$ cat src/rtl/fb_count_monitor_pkg.sv
// rtl/fb_count_monitor_pkg.sv - shared feedback package: timeout FSM encoding and defaults
//
// Purpose : Types and constants shared by the feedback count monitor and its
//           timeout window timer.
// Contents: fbTmoState     - 2-bit timeout FSM encoding (IDLE, WAIT, HIT, TMO)
//           FbDefaultWidth - default width of count, snapshot and window fields
//           fbStateBusy()  - true while a timeout window is open

package fb_count_monitor_pkg;

  typedef enum logic [1:0] {
    S_IDLE = 2'b00,
    S_WAIT = 2'b01,
    S_HIT  = 2'b10,
    S_TMO  = 2'b11
  } fbTmoState;

  localparam int FbDefaultWidth = 32;

  // The window is open only while waiting; HIT and TMO are single-cycle exits.
  function automatic logic fbStateBusy(input fbTmoState s);
    return (s == S_WAIT);
  endfunction

endpackage

$ cat src/rtl/fb_count_monitor_timer.sv
// rtl/fb_count_monitor_timer.sv - feedback timeout window timer and FSM
//
// Purpose : Opens a window of io_timeout_cnt cycles on io_arm and reports
//           whether a feedback pulse arrived inside it (io_hit) or the window
//           expired first (sticky io_timeout).
// Ports   : io_clk         - clock, rising edge
//           io_rst_n       - asynchronous active-low reset
//           io_catch       - validated feedback pulse
//           io_clr         - synchronous abort of the window, clears io_timeout
//           io_arm         - start or restart the window
//           io_timeout_cnt - window length in cycles (0 expires immediately)
//           io_busy        - window open
//           io_hit         - one-cycle pulse, feedback seen inside the window
//           io_timeout     - sticky, window expired without feedback
// Build   : compiled only when FB_TIMEOUT_EN is defined.

`ifdef FB_TIMEOUT_EN
module fb_timeout_timer
  import fb_count_monitor_pkg::*;
#(
  parameter int _RAM_WIDTH = FbDefaultWidth
) (
  input  logic                  io_clk,
  input  logic                  io_rst_n,
  input  logic                  io_catch,
  input  logic                  io_clr,
  input  logic                  io_arm,
  input  logic [_RAM_WIDTH-1:0] io_timeout_cnt,
  output logic                  io_busy,
  output logic                  io_hit,
  output logic                  io_timeout
);

  localparam logic [_RAM_WIDTH-1:0] TickOne = {{(_RAM_WIDTH-1){1'b0}}, 1'b1};

  fbTmoState             stateQ, stateNext;
  fbTmoState             armTarget;
  logic [_RAM_WIDTH-1:0] timerQ, timerNext;
  logic                  timeoutQ, timeoutNext;

  // A zero-length window has nothing to wait for and expires straight away.
  assign armTarget = (io_timeout_cnt == '0) ? S_TMO : S_WAIT;

  always_ff @(posedge io_clk or negedge io_rst_n) begin
    if (!io_rst_n) begin
      stateQ   <= S_IDLE;
      timerQ   <= '0;
      timeoutQ <= 1'b0;
    end else begin
      stateQ   <= stateNext;
      timerQ   <= timerNext;
      timeoutQ <= timeoutNext;
    end
  end

  always_comb begin
    stateNext   = stateQ;
    timerNext   = timerQ;
    timeoutNext = timeoutQ;
    if (io_clr) begin
      // Abort silently: no hit, no timeout, flag cleared.
      stateNext   = S_IDLE;
      timerNext   = '0;
      timeoutNext = 1'b0;
    end else begin
      case (stateQ)
        S_IDLE: begin
          if (io_arm) begin
            stateNext   = armTarget;
            timerNext   = io_timeout_cnt;
            timeoutNext = 1'b0;
          end
        end
        S_WAIT: begin
          // Feedback wins over both a restart and an expiry in the same cycle.
          if (io_catch) begin
            stateNext = S_HIT;
            timerNext = '0;
          end else if (io_arm) begin
            stateNext   = armTarget;
            timerNext   = io_timeout_cnt;
            timeoutNext = 1'b0;
          end else if (timerQ == TickOne) begin
            // Last cycle of the window: it lasted exactly io_timeout_cnt cycles.
            stateNext = S_TMO;
            timerNext = '0;
          end else begin
            timerNext = timerQ - TickOne;
          end
        end
        S_HIT: begin
          stateNext = S_IDLE;
        end
        S_TMO: begin
          stateNext   = S_IDLE;
          timeoutNext = 1'b1;
        end
        default: begin
          stateNext = S_IDLE;
        end
      endcase
    end
  end

  assign io_busy    = fbStateBusy(stateQ);
  assign io_hit     = (stateQ == S_HIT);
  assign io_timeout = timeoutQ;

endmodule
`endif

$ cat src/rtl/fb_count_monitor.sv
// rtl/fb_count_monitor.sv - feedback pulse counter with snapshot and optional timeout window
//
// Purpose : Counts validated feedback pulses (saturating, sticky overflow),
//           latches the count on request and, optionally, checks that
//           feedback arrives within an armed timeout window.
// Ports   : io_clk         - clock, rising edge
//           io_rst_n       - asynchronous active-low reset
//           io_fb_catch    - one-cycle pulse per validated feedback pulse
//           io_clr         - synchronous clear of count and sticky flags
//           io_snap        - latch the post-update count of this cycle
//           io_arm         - start or restart the timeout window
//           io_timeout_cnt - window length in cycles
//           io_cnt         - accumulated feedback count
//           io_snap_cnt    - latched count
//           io_snap_vld    - one-cycle pulse when io_snap_cnt updates
//           io_ovf         - sticky, count saturated
//           io_busy        - timeout window open
//           io_hit         - one-cycle pulse, feedback inside the window
//           io_timeout     - sticky, window expired without feedback
// Build   : FB_TIMEOUT_EN adds fb_timeout_timer; without it io_busy, io_hit
//           and io_timeout read 0 and io_arm / io_timeout_cnt are ignored.

module fb_count_monitor
  import fb_count_monitor_pkg::*;
#(
  parameter int _RAM_WIDTH = FbDefaultWidth
) (
  input  logic                  io_clk,
  input  logic                  io_rst_n,
  input  logic                  io_fb_catch,
  input  logic                  io_clr,
  input  logic                  io_snap,
  input  logic                  io_arm,
  input  logic [_RAM_WIDTH-1:0] io_timeout_cnt,
  output logic [_RAM_WIDTH-1:0] io_cnt,
  output logic [_RAM_WIDTH-1:0] io_snap_cnt,
  output logic                  io_snap_vld,
  output logic                  io_ovf,
  output logic                  io_busy,
  output logic                  io_hit,
  output logic                  io_timeout
);

  localparam logic [_RAM_WIDTH-1:0] CntMax = {_RAM_WIDTH{1'b1}};
  localparam logic [_RAM_WIDTH-1:0] CntOne = {{(_RAM_WIDTH-1){1'b0}}, 1'b1};

  logic [_RAM_WIDTH-1:0] cntQ, cntNext, snapCntQ;
  logic                  ovfQ, ovfNext, snapVldQ;

  always_comb begin
    cntNext = cntQ;
    ovfNext = ovfQ;
    if (io_clr) begin
      // A pulse arriving with the clear starts the new epoch rather than being lost.
      cntNext = io_fb_catch ? CntOne : '0;
      ovfNext = 1'b0;
    end else if (io_fb_catch) begin
      if (cntQ == CntMax) begin
        ovfNext = 1'b1;
      end else begin
        cntNext = cntQ + CntOne;
      end
    end
  end

  always_ff @(posedge io_clk or negedge io_rst_n) begin
    if (!io_rst_n) begin
      cntQ     <= '0;
      ovfQ     <= 1'b0;
      snapCntQ <= '0;
      snapVldQ <= 1'b0;
    end else begin
      cntQ     <= cntNext;
      ovfQ     <= ovfNext;
      snapVldQ <= io_snap;
      // Snapshot takes the value io_cnt will show after this edge.
      if (io_snap) begin
        snapCntQ <= cntNext;
      end
    end
  end

  assign io_cnt      = cntQ;
  assign io_ovf      = ovfQ;
  assign io_snap_cnt = snapCntQ;
  assign io_snap_vld = snapVldQ;

`ifdef FB_TIMEOUT_EN
  fb_timeout_timer #(
    ._RAM_WIDTH(_RAM_WIDTH)
  ) uTimer (
    .io_clk        (io_clk),
    .io_rst_n      (io_rst_n),
    .io_catch      (io_fb_catch),
    .io_clr        (io_clr),
    .io_arm        (io_arm),
    .io_timeout_cnt(io_timeout_cnt),
    .io_busy       (io_busy),
    .io_hit        (io_hit),
    .io_timeout    (io_timeout)
  );
`else
  logic unusedTimerInputs;
  assign unusedTimerInputs = ^{io_arm, io_timeout_cnt};
  assign io_busy    = 1'b0;
  assign io_hit     = 1'b0;
  assign io_timeout = 1'b0;
`endif

endmodule
$ cat config.mk
export PLATFORM = sky130hd
export DESIGN_NAME = fb_count_monitor
export DESIGN_NICKNAME = d
export VERILOG_FILES = /design/src/rtl/fb_count_monitor_pkg.sv /design/src/rtl/fb_count_monitor_timer.sv /design/src/rtl/fb_count_monitor.sv
export SDC_FILE = /design/constraint.sdc
export NUM_CORES = 1
export LEC_CHECK = 0
export ABC_AREA = 1
export BUFFER_PORTS_ARGS = -buffer_cell sky130_fd_sc_hd__buf_2
export CAP_MARGIN = 5
export CORE_MARGIN = 4
export CORE_UTILIZATION = 47
export DETAILED_ROUTE_END_ITERATION = 8
export GPL_ROUTABILITY_DRIVEN = 0
export MAX_ROUTING_LAYER = met4
export PLACE_DENSITY = 0.85
export SLEW_MARGIN = 20
export SYNTH_ARGS = -nofsm -noshare
export SYNTH_HDL_FRONTEND = slang
export SYNTH_SLANG_ARGS = --single-unit
export TNS_END_PERCENT = 50
$ cat constraint.sdc
create_clock -name io_clk -period 1.64 [get_ports io_clk]
set_input_delay 0.246 -clock io_clk [delete_from_list [all_inputs] [get_ports io_clk]]
set_output_delay 0.246 -clock io_clk [all_outputs]
set_load 0.05 [all_outputs]
==> impl_metrics.csv <==
group,metric,value,unit
run_status,status,"complete, but fails checks",
run_status,failed_checks,"negative setup slack",
pwr,powerDensity,811,nW/um^2
placed_design,post-dp-hpwl,8000,um
global_routing,grt_usage,25.7,%
synthesis,synth_fa_ha_area_share,0.335,%
synthesis,ys_seq_area_share,44.3,%
timing,final_hold_viol_count,0,
placed_design,dpl.cell_count,727,
global_routing,grt_max_degree,67,
route,num_vias,4191,
synthesis,synth_edf_count,0,
clock_tree,clock_tree.buffer_depth,2,
clock_tree,clk_latency,360,ps
global_routing,grt_pass1_vias,4014,
route,wire_per_inst,16.3,um
min_path,hp-start,"io_snap",
synthesis,avgSynthCellArea,7.10,sq um
timing,fin_crit_sh,111,%
timing,slew_violations,0,
synthesis,synth_compound_area_share,1.48,%
global_routing,gr-total-overflow,0,
floorplan,boundaryPins,107,
min_path,holdCritPathClass,"in -> reg",
floorplan,die_w,97.1,um
synthesis,synth_cells,525,
worst_setup_path,cpMostUsedCell,"nand2_1",
synthesis,synthesis.area,3730,sq um
synthesis,async_flop_share,100,%
worst_setup_path,r2r_start,"io_cnt[1]",
floorplan,dieArea,9430,sq um
synthesis,synth_top_area_share,44.3,%
cells_and_area,fin_nets,686,
floorplan,core,7730,sq um
pwr,ir_worst_vdd,0.000560,V
job,maxCapViolations,0,
synthesis,yosysMostFrequentCell,"nand2_1",
placed_design,portBuffers,70,
global_routing,antenna_found_initial,0,
synthesis,synth_top_family_by_area,"simple AND/OR/NAND/NOR gates",
route,ant_nets,0,
clock_tree,clk_pin_slew,70,ps
worst_setup_path,crit_required,1940,ps
cells_and_area,layout-drive-gt1-share,37.9,%
worst_setup_path,critPathMaxStageDelay,400,ps
synthesis,yosysTopAreaCell,"dfrtp_1",
synthesis,ys.flop_type,"dfrtp_1",
floorplan,fp.dieH,97.1,um
synthesis,synthMuxAreaShare,0,%
worst_setup_path,path_max_fanout,3,
clock_tree,cts_sinks,66,
cells_and_area,syn_to_final_growth,37.7,%
synthesis,synthSimpleGateAreaFrac,43.0,%
synthesis,ys_warn_count,0,
synthesis,synth_xor_area_share,3.29,%
worst_setup_path,timing.rr.end,"io_snap_cnt[26]",
synthesis,netlist_top_cells_count,"nand2_1, nor2_1, dfrtp_1, nand3_1, inv_1",
route,drtIter0Drc,441,
synthesis,ys_ff_latch,66,
worst_setup_path,critPathSlowestCell,"dfrtp_2",
route,drtPass1Iterations,5,
placed_design,dpl-instance-area,4570,sq um
route,via_per_inst,5.56,
floorplan,rows,32,
clock_tree,htreeDepth,3,
global_routing,grt_first_pass_wirelength,19100,um
worst_setup_path,end_kind,"flip-flop",
timing,setup_slack,-181,ps
timing,finalClockSkew,6.30,ps
timing,period_minus_slack,1820,ps
timing,max_freq,549,MHz
route,routed_wl,12300,um
clock_tree,numCtsBuffers,9,
cells_and_area,diodes,0,
timing,rsz0062_at_grt,"yes",
worst_setup_path,reg2reg_depth,12,
floorplan,start_util,48.3,%
worst_setup_path,endpoint,"io_snap_cnt[26]",
cells_and_area,fin_area,5140,sq um
worst_setup_path,startpoint,"io_cnt[1]",
synthesis,synth_area_leaders,"dfrtp_1, nand2_1, nor2_1",
cells_and_area,final_cells,754,
clock_tree,cts-root-buf,"clkbuf_8",
pwr,leakage,2.68,nW
worst_setup_path,worstSetupPathType,"reg -> reg",
timing,finalSetupViolCount,56,
worst_setup_path,r2r_slack,-180,ps
worst_setup_path,crit_chain,"ha_4 > nand2_4 > nor2_4 > buf_4 > nand3_2 > inv_1 > nand2_1 > nand2_1 > nand2_1 > nand3_2 > nand4_1 > nand2_1",
worst_setup_path,startpoint_type,"flip-flop",
route,drc_errors,0,
worst_setup_path,arrival,2120,ps
clock_tree,cts_tree,"done",
synthesis,ys_types,29,
-- flip-flops by register name, indices dropped and copies added, names as in the netlist --
register / cells
io_snap_cnt: 32
io_snap_vld: 1
io_cnt: 32
io_ovf: 1
-- per-layer routing --
| layer | routed length, um | vias to the layer above | global-route usage [%] |
|---|---|---|---|
| met3 | 1170 | 87 | 6.46 |
| li1 | - | 1887 | - |
| met5 | 0 | - | - |
| met1 | 4740 | 1921 | 30.7 |
| met4 | 712 | 0 | 14.1 |
| met2 | 5690 | 296 | 39.8 |
-- kinds of logic after synthesis --
family | count (synthesis)
compound gates | 11
xor+xnor | 14
fa+ha+maj | 1
buf+inv | 68
flops | 66
other cells | 1
simple gates | 364
-- worst max-delay path: cells and delay by family (launching register included) --
family | cells | cell delay [ps]
buffers and inverters | 2 | 300
adders and majority gates | 1 | 160
and+or+nand+nor | 9 | 900
DFF | 1 | 400
-- stage by stage --
| step | util (%) | TNS [ps] | total power, mW | setup slack, ps | hold WS [ps] |
|---|---|---|---|---|---|
| finish | 66.5 | -4560 | 4.17 | -181 | 283 |
| global route | 66.5 | -9400 | 4.33 | -230 | 293 |
| CTS | 64.1 | -587 | 4.13 | -61.7 | 264 |
| detailed placement | 59.1 | -3270 | 2.71 | -133 | 291 |
| global placement | 59.1 | -1140 | 2.68 | -72.7 | 283 |
| floorplan | - | -6330 | 2.43 | -170 | -49.6 |
-- power by group --
part	leakage (nW)	internal, mW	switching (mW)
Clock	0.105	0.776	0.646
Sequential	0.850	1.72	0.0651
Combinational	1.73	0.253	0.701
Total	2.68	2.75	1.41
-- layout by cell type, fill, tap and decap left out, types with 3 or more instances in the layout --
master,netlist,final
buf_2,6,70
buf_4,3,53
buf_6,1,4
clkbuf_8,0,11
clkinv_2,0,3
conb_1,1,3
dfrtp_1,66,44
dfrtp_2,0,22
inv_1,43,43
nand2_1,198,178
nand2_2,1,19
nand2_4,1,3
nand3_1,45,26
nand3_2,3,18
nand3_4,1,6
nand3b_1,3,3
nand4_1,26,26
nor2_1,71,56
nor2_2,5,14
nor2_4,2,8
o21ai_0,6,4
o21ai_1,5,5
or2_2,5,5
xor2_1,12,11
-- worst min-delay path by stage --
stage                            endpoint  cells past startpoint
after floorplan                 io_cnt[0]                      0
after global placement     io_snap_cnt[1]                      2
after detailed placement  io_snap_cnt[31]                      2
after CTS                  io_snap_cnt[4]                      3
after global routing           io_cnt[27]                      3
final                      io_snap_cnt[4]                      3
-- layout make-up --
class | count | area, sq um
Timing Repair Buffer | 131 | 853
Clock buffer | 11 | 151
Inverter | 45 | 169
Multi-Input combinational cell | 394 | 2100
Clock inverter | 5 | 52.6
Tap cell | 102 | 128
Sequential cell | 66 | 1680
Fill cell | 583 | 2590
-- timing repair --
action                     4_1_cts  5_1_grt
hold endpoints to repair        66        0
setup endpoints to repair       48       64
pin swaps                       26       30
buffers inserted                 5        4
gates cloned                     1        0
gates resized for setup         30       45
hold buffers                     1        0
Power figures use the tool's default switching activity.
